$ cat config.mk
export PLATFORM = sky130hd
export DESIGN_NAME = v3_pulse_gen
export DESIGN_NICKNAME = d
export VERILOG_FILES = /design/src/rtl/v3_pulse_gen_pkg.sv /design/src/rtl/v3_lfsr16.sv /design/src/rtl/v3_pulse_gen.sv
export SDC_FILE = /design/constraint.sdc
export NUM_CORES = 1
export LEC_CHECK = 0
export CAP_MARGIN = 20
export CELL_PAD_IN_SITES_DETAIL_PLACEMENT = 2
export CELL_PAD_IN_SITES_GLOBAL_PLACEMENT = 2
export CORE_UTILIZATION = 31
export CTS_CLUSTER_DIAMETER = 100
export DETAILED_ROUTE_END_ITERATION = 12
export PLACE_DENSITY_LB_ADDON = 0.1
export SYNTH_ARGS = -nofsm -noshare
export SYNTH_HDL_FRONTEND = slang
export SYNTH_SLANG_ARGS = --single-unit
$ cat constraint.sdc
create_clock -name clk -period 5.1 [get_ports clk]
set_input_delay 1.02 -clock clk [delete_from_list [all_inputs] [get_ports clk]]
set_output_delay 1.02 -clock clk [all_outputs]
set_load 0.05 [all_outputs]
$ cat src/rtl/v3_pulse_gen_pkg.sv
// v3_pulse_gen_pkg
// Shared settings for the pulse generator slice of the trapezoidal shaping
// chain: filter sample width, pulse FSM state encoding and the noise LFSR
// constants.
package v3_pulse_gen_pkg;

  // Sample width of the shaping filter input; the generator matches it.
  localparam int SIZE_FILTER_DATA = 16;
  localparam int PG_DATA_W        = SIZE_FILTER_DATA;

  typedef enum logic [1:0] {
    IDLE  = 2'd0,
    RISE  = 2'd1,
    DECAY = 2'd2
  } pg_state_t;

  // Fibonacci LFSR x^16 + x^14 + x^13 + x^11 + 1: feedback taps are bits 15, 13, 12, 10.
  localparam logic [15:0] LFSR_SEED = 16'hACE1;
  localparam logic [15:0] LFSR_TAPS = 16'hB400;

endpackage

$ cat src/rtl/v3_lfsr16.sv
// v3_lfsr16
// 16-bit Fibonacci LFSR used as a cheap noise source for the pulse
// generator. Reloads the seed on reset and shifts once per enable.
// Ports:
//   clk   - clock
//   reset - synchronous, active-high reset (loads LFSR_SEED)
//   en    - advance one step
//   q     - current LFSR state
module v3_lfsr16
  import v3_pulse_gen_pkg::*;
(
  input  logic        clk,
  input  logic        reset,
  input  logic        en,
  output logic [15:0] q
);

  always_ff @(posedge clk) begin
    if (reset) begin
      q <= LFSR_SEED;
    end else if (en) begin
      q <= {q[14:0], ^(q & LFSR_TAPS)};
    end
  end

endmodule

$ cat src/rtl/v3_pulse_gen.sv
// v3_pulse_gen
// Synthetic detector-pulse source feeding the trapezoidal filter input.
// A pulse is a linear rise over RISE_LEN samples to the requested amplitude
// followed by an exponential decay (acc -= acc >>> DECAY_SHIFT) that ends
// once the per-sample decrement reaches 0 or -1. One sample per sample_en.
// Optional noise: define V3_PULSE_GEN_NOISE_EN to add the signed low
// NOISE_BITS bits of a 16-bit LFSR to each sample before saturation.
// Ports:
//   clk        - clock
//   reset      - synchronous, active-high reset
//   trig       - pulse start request (level)
//   trig_ack   - combinational accept: trig while idle and not in reset
//   trig_amp   - signed amplitude, captured on trig_ack
//   baseline   - signed offset added live to every sample
//   sample_en  - produce one sample
//   out_data   - registered, saturated sample
//   out_valid  - registered copy of sample_en
//   busy       - registered, high while a pulse is in progress
//   pulse_done - one-cycle strobe with the terminating decay sample
module v3_pulse_gen
  import v3_pulse_gen_pkg::*;
#(
  parameter int DATA_W      = PG_DATA_W,
  parameter int RISE_LEN    = 4,
  parameter int DECAY_SHIFT = 4,
  parameter int NOISE_BITS  = 3
) (
  input  logic                     clk,
  input  logic                     reset,
  input  logic                     trig,
  output logic                     trig_ack,
  input  logic signed [DATA_W-1:0] trig_amp,
  input  logic signed [DATA_W-1:0] baseline,
  input  logic                     sample_en,
  output logic signed [DATA_W-1:0] out_data,
  output logic                     out_valid,
  output logic                     busy,
  output logic                     pulse_done
);

  // Two guard bits let baseline + acc (+ noise) be formed without wrap.
  localparam int AW      = DATA_W + 2;
  localparam int RISE_SH = $clog2(RISE_LEN);
  localparam int CNT_W   = (RISE_SH > 0) ? RISE_SH : 1;
  localparam logic [CNT_W-1:0] RISE_LAST = CNT_W'(RISE_LEN - 1);
  localparam logic signed [AW-1:0] SAT_MAX = {3'b000, {(DATA_W-1){1'b1}}};
  localparam logic signed [AW-1:0] SAT_MIN = {3'b111, {(DATA_W-1){1'b0}}};

  pg_state_t state, state_next;
  logic signed [AW-1:0] acc, acc_next;
  logic signed [AW-1:0] amp, amp_next;
  logic signed [AW-1:0] step, step_next;
  logic [CNT_W-1:0] rise_cnt, rise_cnt_next;
  logic done_next;

  logic signed [AW-1:0] trig_amp_ext;
  logic signed [AW-1:0] base_ext;
  logic signed [AW-1:0] decay_d;
  logic signed [AW-1:0] noise_ext;
  logic signed [AW-1:0] sum;
  logic signed [DATA_W-1:0] sat_val;

  assign trig_ack     = trig && (state == IDLE) && !reset;
  assign trig_amp_ext = {{2{trig_amp[DATA_W-1]}}, trig_amp};
  assign base_ext     = {{2{baseline[DATA_W-1]}}, baseline};
  assign decay_d      = acc >>> DECAY_SHIFT;

`ifdef V3_PULSE_GEN_NOISE_EN
  logic [15:0] lfsr_q;

  v3_lfsr16 u_lfsr (
    .clk   (clk),
    .reset (reset),
    .en    (sample_en),
    .q     (lfsr_q)
  );

  assign noise_ext = {{(AW-NOISE_BITS){lfsr_q[NOISE_BITS-1]}}, lfsr_q[NOISE_BITS-1:0]};
`else
  assign noise_ext = '0;
`endif

  // Next-state and accumulator update. The IDLE accept happens regardless of
  // sample_en; RISE/DECAY only move on a sample strobe.
  always_comb begin
    state_next    = state;
    acc_next      = acc;
    amp_next      = amp;
    step_next     = step;
    rise_cnt_next = rise_cnt;
    done_next     = 1'b0;
    case (state)
      IDLE: begin
        if (trig_ack) begin
          amp_next      = trig_amp_ext;
          step_next     = trig_amp_ext >>> RISE_SH;
          rise_cnt_next = '0;
          state_next    = RISE;
        end
      end
      RISE: begin
        if (sample_en) begin
          // The last rise sample loads amp exactly so the truncated step
          // leaves no residue at the peak.
          if (rise_cnt == RISE_LAST) begin
            acc_next   = amp;
            state_next = DECAY;
          end else begin
            acc_next      = acc + step;
            rise_cnt_next = rise_cnt + 1'b1;
          end
        end
      end
      DECAY: begin
        if (sample_en) begin
          // A decrement of 0 or -1 means the tail can no longer shrink.
          if ((decay_d == '0) || (decay_d == '1)) begin
            acc_next   = '0;
            done_next  = 1'b1;
            state_next = IDLE;
          end else begin
            acc_next = acc - decay_d;
          end
        end
      end
      default: begin
        state_next = IDLE;
        acc_next   = '0;
      end
    endcase
  end

  // Output uses this cycle's new accumulator value, then clamps to DATA_W.
  always_comb begin
    sum = base_ext + acc_next + noise_ext;
    if (sum > SAT_MAX) begin
      sat_val = SAT_MAX[DATA_W-1:0];
    end else if (sum < SAT_MIN) begin
      sat_val = SAT_MIN[DATA_W-1:0];
    end else begin
      sat_val = sum[DATA_W-1:0];
    end
  end

  // busy follows the registered state, so it falls together with pulse_done.
  always_ff @(posedge clk) begin
    if (reset) begin
      state      <= IDLE;
      acc        <= '0;
      amp        <= '0;
      step       <= '0;
      rise_cnt   <= '0;
      out_data   <= '0;
      out_valid  <= 1'b0;
      busy       <= 1'b0;
      pulse_done <= 1'b0;
    end else begin
      state      <= state_next;
      acc        <= acc_next;
      amp        <= amp_next;
      step       <= step_next;
      rise_cnt   <= rise_cnt_next;
      out_valid  <= sample_en;
      busy       <= (state_next != IDLE);
      pulse_done <= done_next;
      if (sample_en) begin
        out_data <= sat_val;
      end
    end
  end

endmodule

==> impl_results.md <==
* Max Fclk at 192.7 MHz
* Outcome: finished, violations left
* Critical path cell sequence: clkdlybuf4s50_1 > buf_4 > a21o_2 > buf_4 > a21oi_1 > o21ai_0 > a22oi_1 > ha_1 > a211oi_1 > o21bai_1 > o2111a_1 > nor2_2 > a31oi_1 > xor2_1 > a32o_1 > or3_4 > buf_4 > nand2_1 > a211oi_2
* Combinational power share at 0.385
* Int Pwr at 1.182 mW
* Dominant cell type by area after synthesis: dfxtp_1
* Placed instance area at 6593 µm²
* Maximum vdd drop at 0.1558 mV
* Final setup viols at 15
* Initial antenna violation count at 0
* Final Hold Fails at 0
* Headroom to the max-slew limit at 0.3897
* Hold Buf Count CTS at 0
* Violation count after the first detailed-route iteration at 245
* Gpl congestion at 0.9203
* Root Buffer: clkbuf_16
* Final ANT Viol Nets at 0
* Vias in the first global route at 6500
* DP Cell Count at 1017
* Max FO, Critical Path at 7
* Largest net degree at the start of global routing at 40
* Total congestion overflow at 0
* Clock Tree Buf Depth at 2
* DR WL/cell at 21.51 µm
* CTS Buf Count at 9
* Startpoint Class: input port
* Crit. Startpoint: sample_en
* Routed WL at 22.48 mm
* Setup TNS at -0.8901 ns
* Worst R2R End: out_data[13]
* Synth top area share at 0.2201
* Synth Warn # at 0
* Worst path most repeated cell: buf_4
* Flop2flop setup slack at -0.08 ns
* Primary FF master, synth: dfxtp_1
* Max incr delay on CP at 0.53 ns
* Worst Max-Slew Pin Slew at 0.9121 ns
* Static Leakage at 3.195 nW
* Max cap viols at 0
* Switching Share at 0.3614
* Skew final at 0.005902 ns
* Seq pwr share at 0.271
* Tcrit/Tclk final at 1.018
* Skew-Pair Late Insertion Delay at 0.35 ns
* Mapped Nets at 770
* DRC Markers at 0
* Final Critical Period at 5.190 ns
* Die Y at 131.3 µm
* Asr flop ratio synth at 0
* PortBufs at 55
* Sw power at 0.6691 mW
* Pwr/cell area at 256.0 nW/µm²
* Worst Path Class, Setup: input port to register
* R2R depth at 26
* Most common cell after layout, fill and taps aside: buf_4
* Post-synth cell types at 69
* Synth Register Bits at 57
* HPWL after DPL at 16.88 mm
* Routed vias at 5770
* Die area at 17250 µm²
* First-pass GRT wire length at 35.39 mm
* Crit-path slowest cell: clkdlybuf4s50_1
* Syn-to-layout area delta at 39.50%
* Critical path required time at 5.31 ns
* CP endpoint: out_data[13]
* Fin cells at 1045
* Worst EP arrival at 5.40 ns
* EDFF count, synth at 0
* Reg-to-reg startpoint: acc[0]
* Total track usage at 0.2622
* Highest-count cells in the layout ignoring fill and taps: 105 x buf_4, 98 x nand2_1, 60 x a21oi_1, 54 x nor2_1, 54 x clkdlybuf4s50_1
* Pre-Repair DR Iteration Count at 4
* Clock slew at reported path FFs at 0.06 ns
* Finished Cell Area at 7233 µm²
* Nets@finish at 917
* Post-Syn Instances at 677
* Share of layout cells above drive strength 1 at 0.2331
* Slew Limit Fails at 0
* Vias/cell at 5.522
* Failing checks: negative setup slack
* Die W at 131.3 µm
* I/O Pins at 56
* Worst Setup End Kind: register
* Netlist area before placement at 5185 µm²
* Final worst slack at -0.08992 ns
* RSZ-0062 raised after global routing: true
* CTS tree: done
* Core area at 16120 µm²
* Place WS at -0.4512 ns
* Synth area leaders: dfxtp_1 22%, ha_1 13%, nand2_1 7.2%
* # rows at 46
* CTS HTree Levels at 3
* Initial Utilization at 0.3217
* Clock power frac at 0.344
* HP Class: register to register
* Clock sink total at 57
* Syn_area_per_cell at 7.659 µm²
* Seq/Total Area, Yosys at 0.2201
timing repair:
item,CTS,global route
endpoints found under the setup margin,16,16
gates resized for setup,43,17
buffers inserted,7,4
cloned,1,0
pin swaps,29,7
worst min path at each step:
stage | from | endpoint | slack, ns | depth (start not counted)
2_1_floorplan | amp[1] | amp[1] | 0.43 | 2
6_report | amp[0] | amp[0] | 0.46 | 2
3_3_place_gp | amp[0] | amp[0] | 0.45 | 2
3_5_place_dp | amp[1] | amp[1] | 0.46 | 2
5_1_grt | amp[1] | amp[1] | 0.49 | 2
4_1_cts | amp[1] | amp[1] | 0.47 | 2
critical path, delay by kind of cell:
family / cells / cell delay, ns
AO/OA/AOI/OAI: 10 / 2.09
buffers and inverters: 4 / 1.09
AND/OR/NAND/NOR: 3 / 0.67
adder cells (fa/ha/maj): 1 / 0.31
XOR/XNOR: 1 / 0.20
through the flow:
stage,hold slack (ns),power (mW),util
final,0.4639,1.851,0.4488
after global routing,0.4859,1.928,0.4487
after CTS,0.4705,1.836,0.4428
after global placement,0.4455,1.124,0.4091
after detailed placement,0.4627,1.152,0.4091
after floorplan,0.4332,0.9038,-
layout make-up:
class / instances / area, µm²
Antenna cell: 1 / 2.502
Clock buffer: 10 / 239.0
Sequential cell: 57 / 1147
Tap cell: 216 / 270.3
Clock inverter: 5 / 56.30
Inverter: 31 / 118.9
Multi-Input combinational cell: 562 / 4028
Fill cell: 1832 / 8882
Timing Repair Buffer: 163 / 1371
state kept, by name, indices dropped and copies added, names as in the netlist:
register / flops
busy: 1
out_data: 16
acc: 18
pulse_done: 1
out_valid: 1
state: 2
rise_cnt: 2
amp: 16
power by group through the flow:
stage	combinational, mW	clock (mW)	sequential, mW
after floorplan	0.348	0	0.556
after global routing	0.763	0.659	0.506
final	0.712	0.637	0.502
after global placement	0.615	0	0.510
after CTS	0.691	0.643	0.502
after detailed placement	0.640	0	0.511
synthesized netlist by cell type (6+ instances only):
| library cell | number |
|---|---|
| nand2_1 | 99 |
| a21oi_1 | 63 |
| dfxtp_1 | 57 |
| nor2_1 | 55 |
| ha_1 | 54 |
| o21ai_0 | 40 |
| inv_1 | 31 |
| xnor2_1 | 22 |
| a21o_1 | 20 |
| clkbuf_1 | 20 |
| xor2_1 | 18 |
| nand3_1 | 14 |
| nor3_1 | 14 |
| a211oi_1 | 13 |
| a211oi_2 | 12 |
| and2_1 | 12 |
| o21a_1 | 10 |
| a31oi_1 | 8 |
| and3_1 | 7 |
| nand2b_1 | 7 |
| nor2b_1 | 7 |
| nand4_1 | 6 |
| o21bai_1 | 6 |
cell families (layout without fill, tap and decap cells):
family                     after synthesis  after routing  share of synthesized area
adders and majority gates               57             57                     0.1419
buffers and inverters                   58            209                    0.04730
other                                    0              1                          0
xor gates and xnor gates                41             41                    0.07191
and+or+nand+nor                        238            238                     0.2121
muxes                                    5              5                   0.009653
DFF                                     57             57                     0.2201
AOI/OAI and AO/OA                      221            221                     0.2971
per-layer routing:
layer	global-route usage	wire length, µm	part of all wire
met4	0.09755	517	0.023
met1	0.3161	9911	0.44
met2	0.4678	11440	0.51
met3	0.03858	609	0.027
met5	0	0	0
Note: power is estimated with default switching activity, not from simulation.
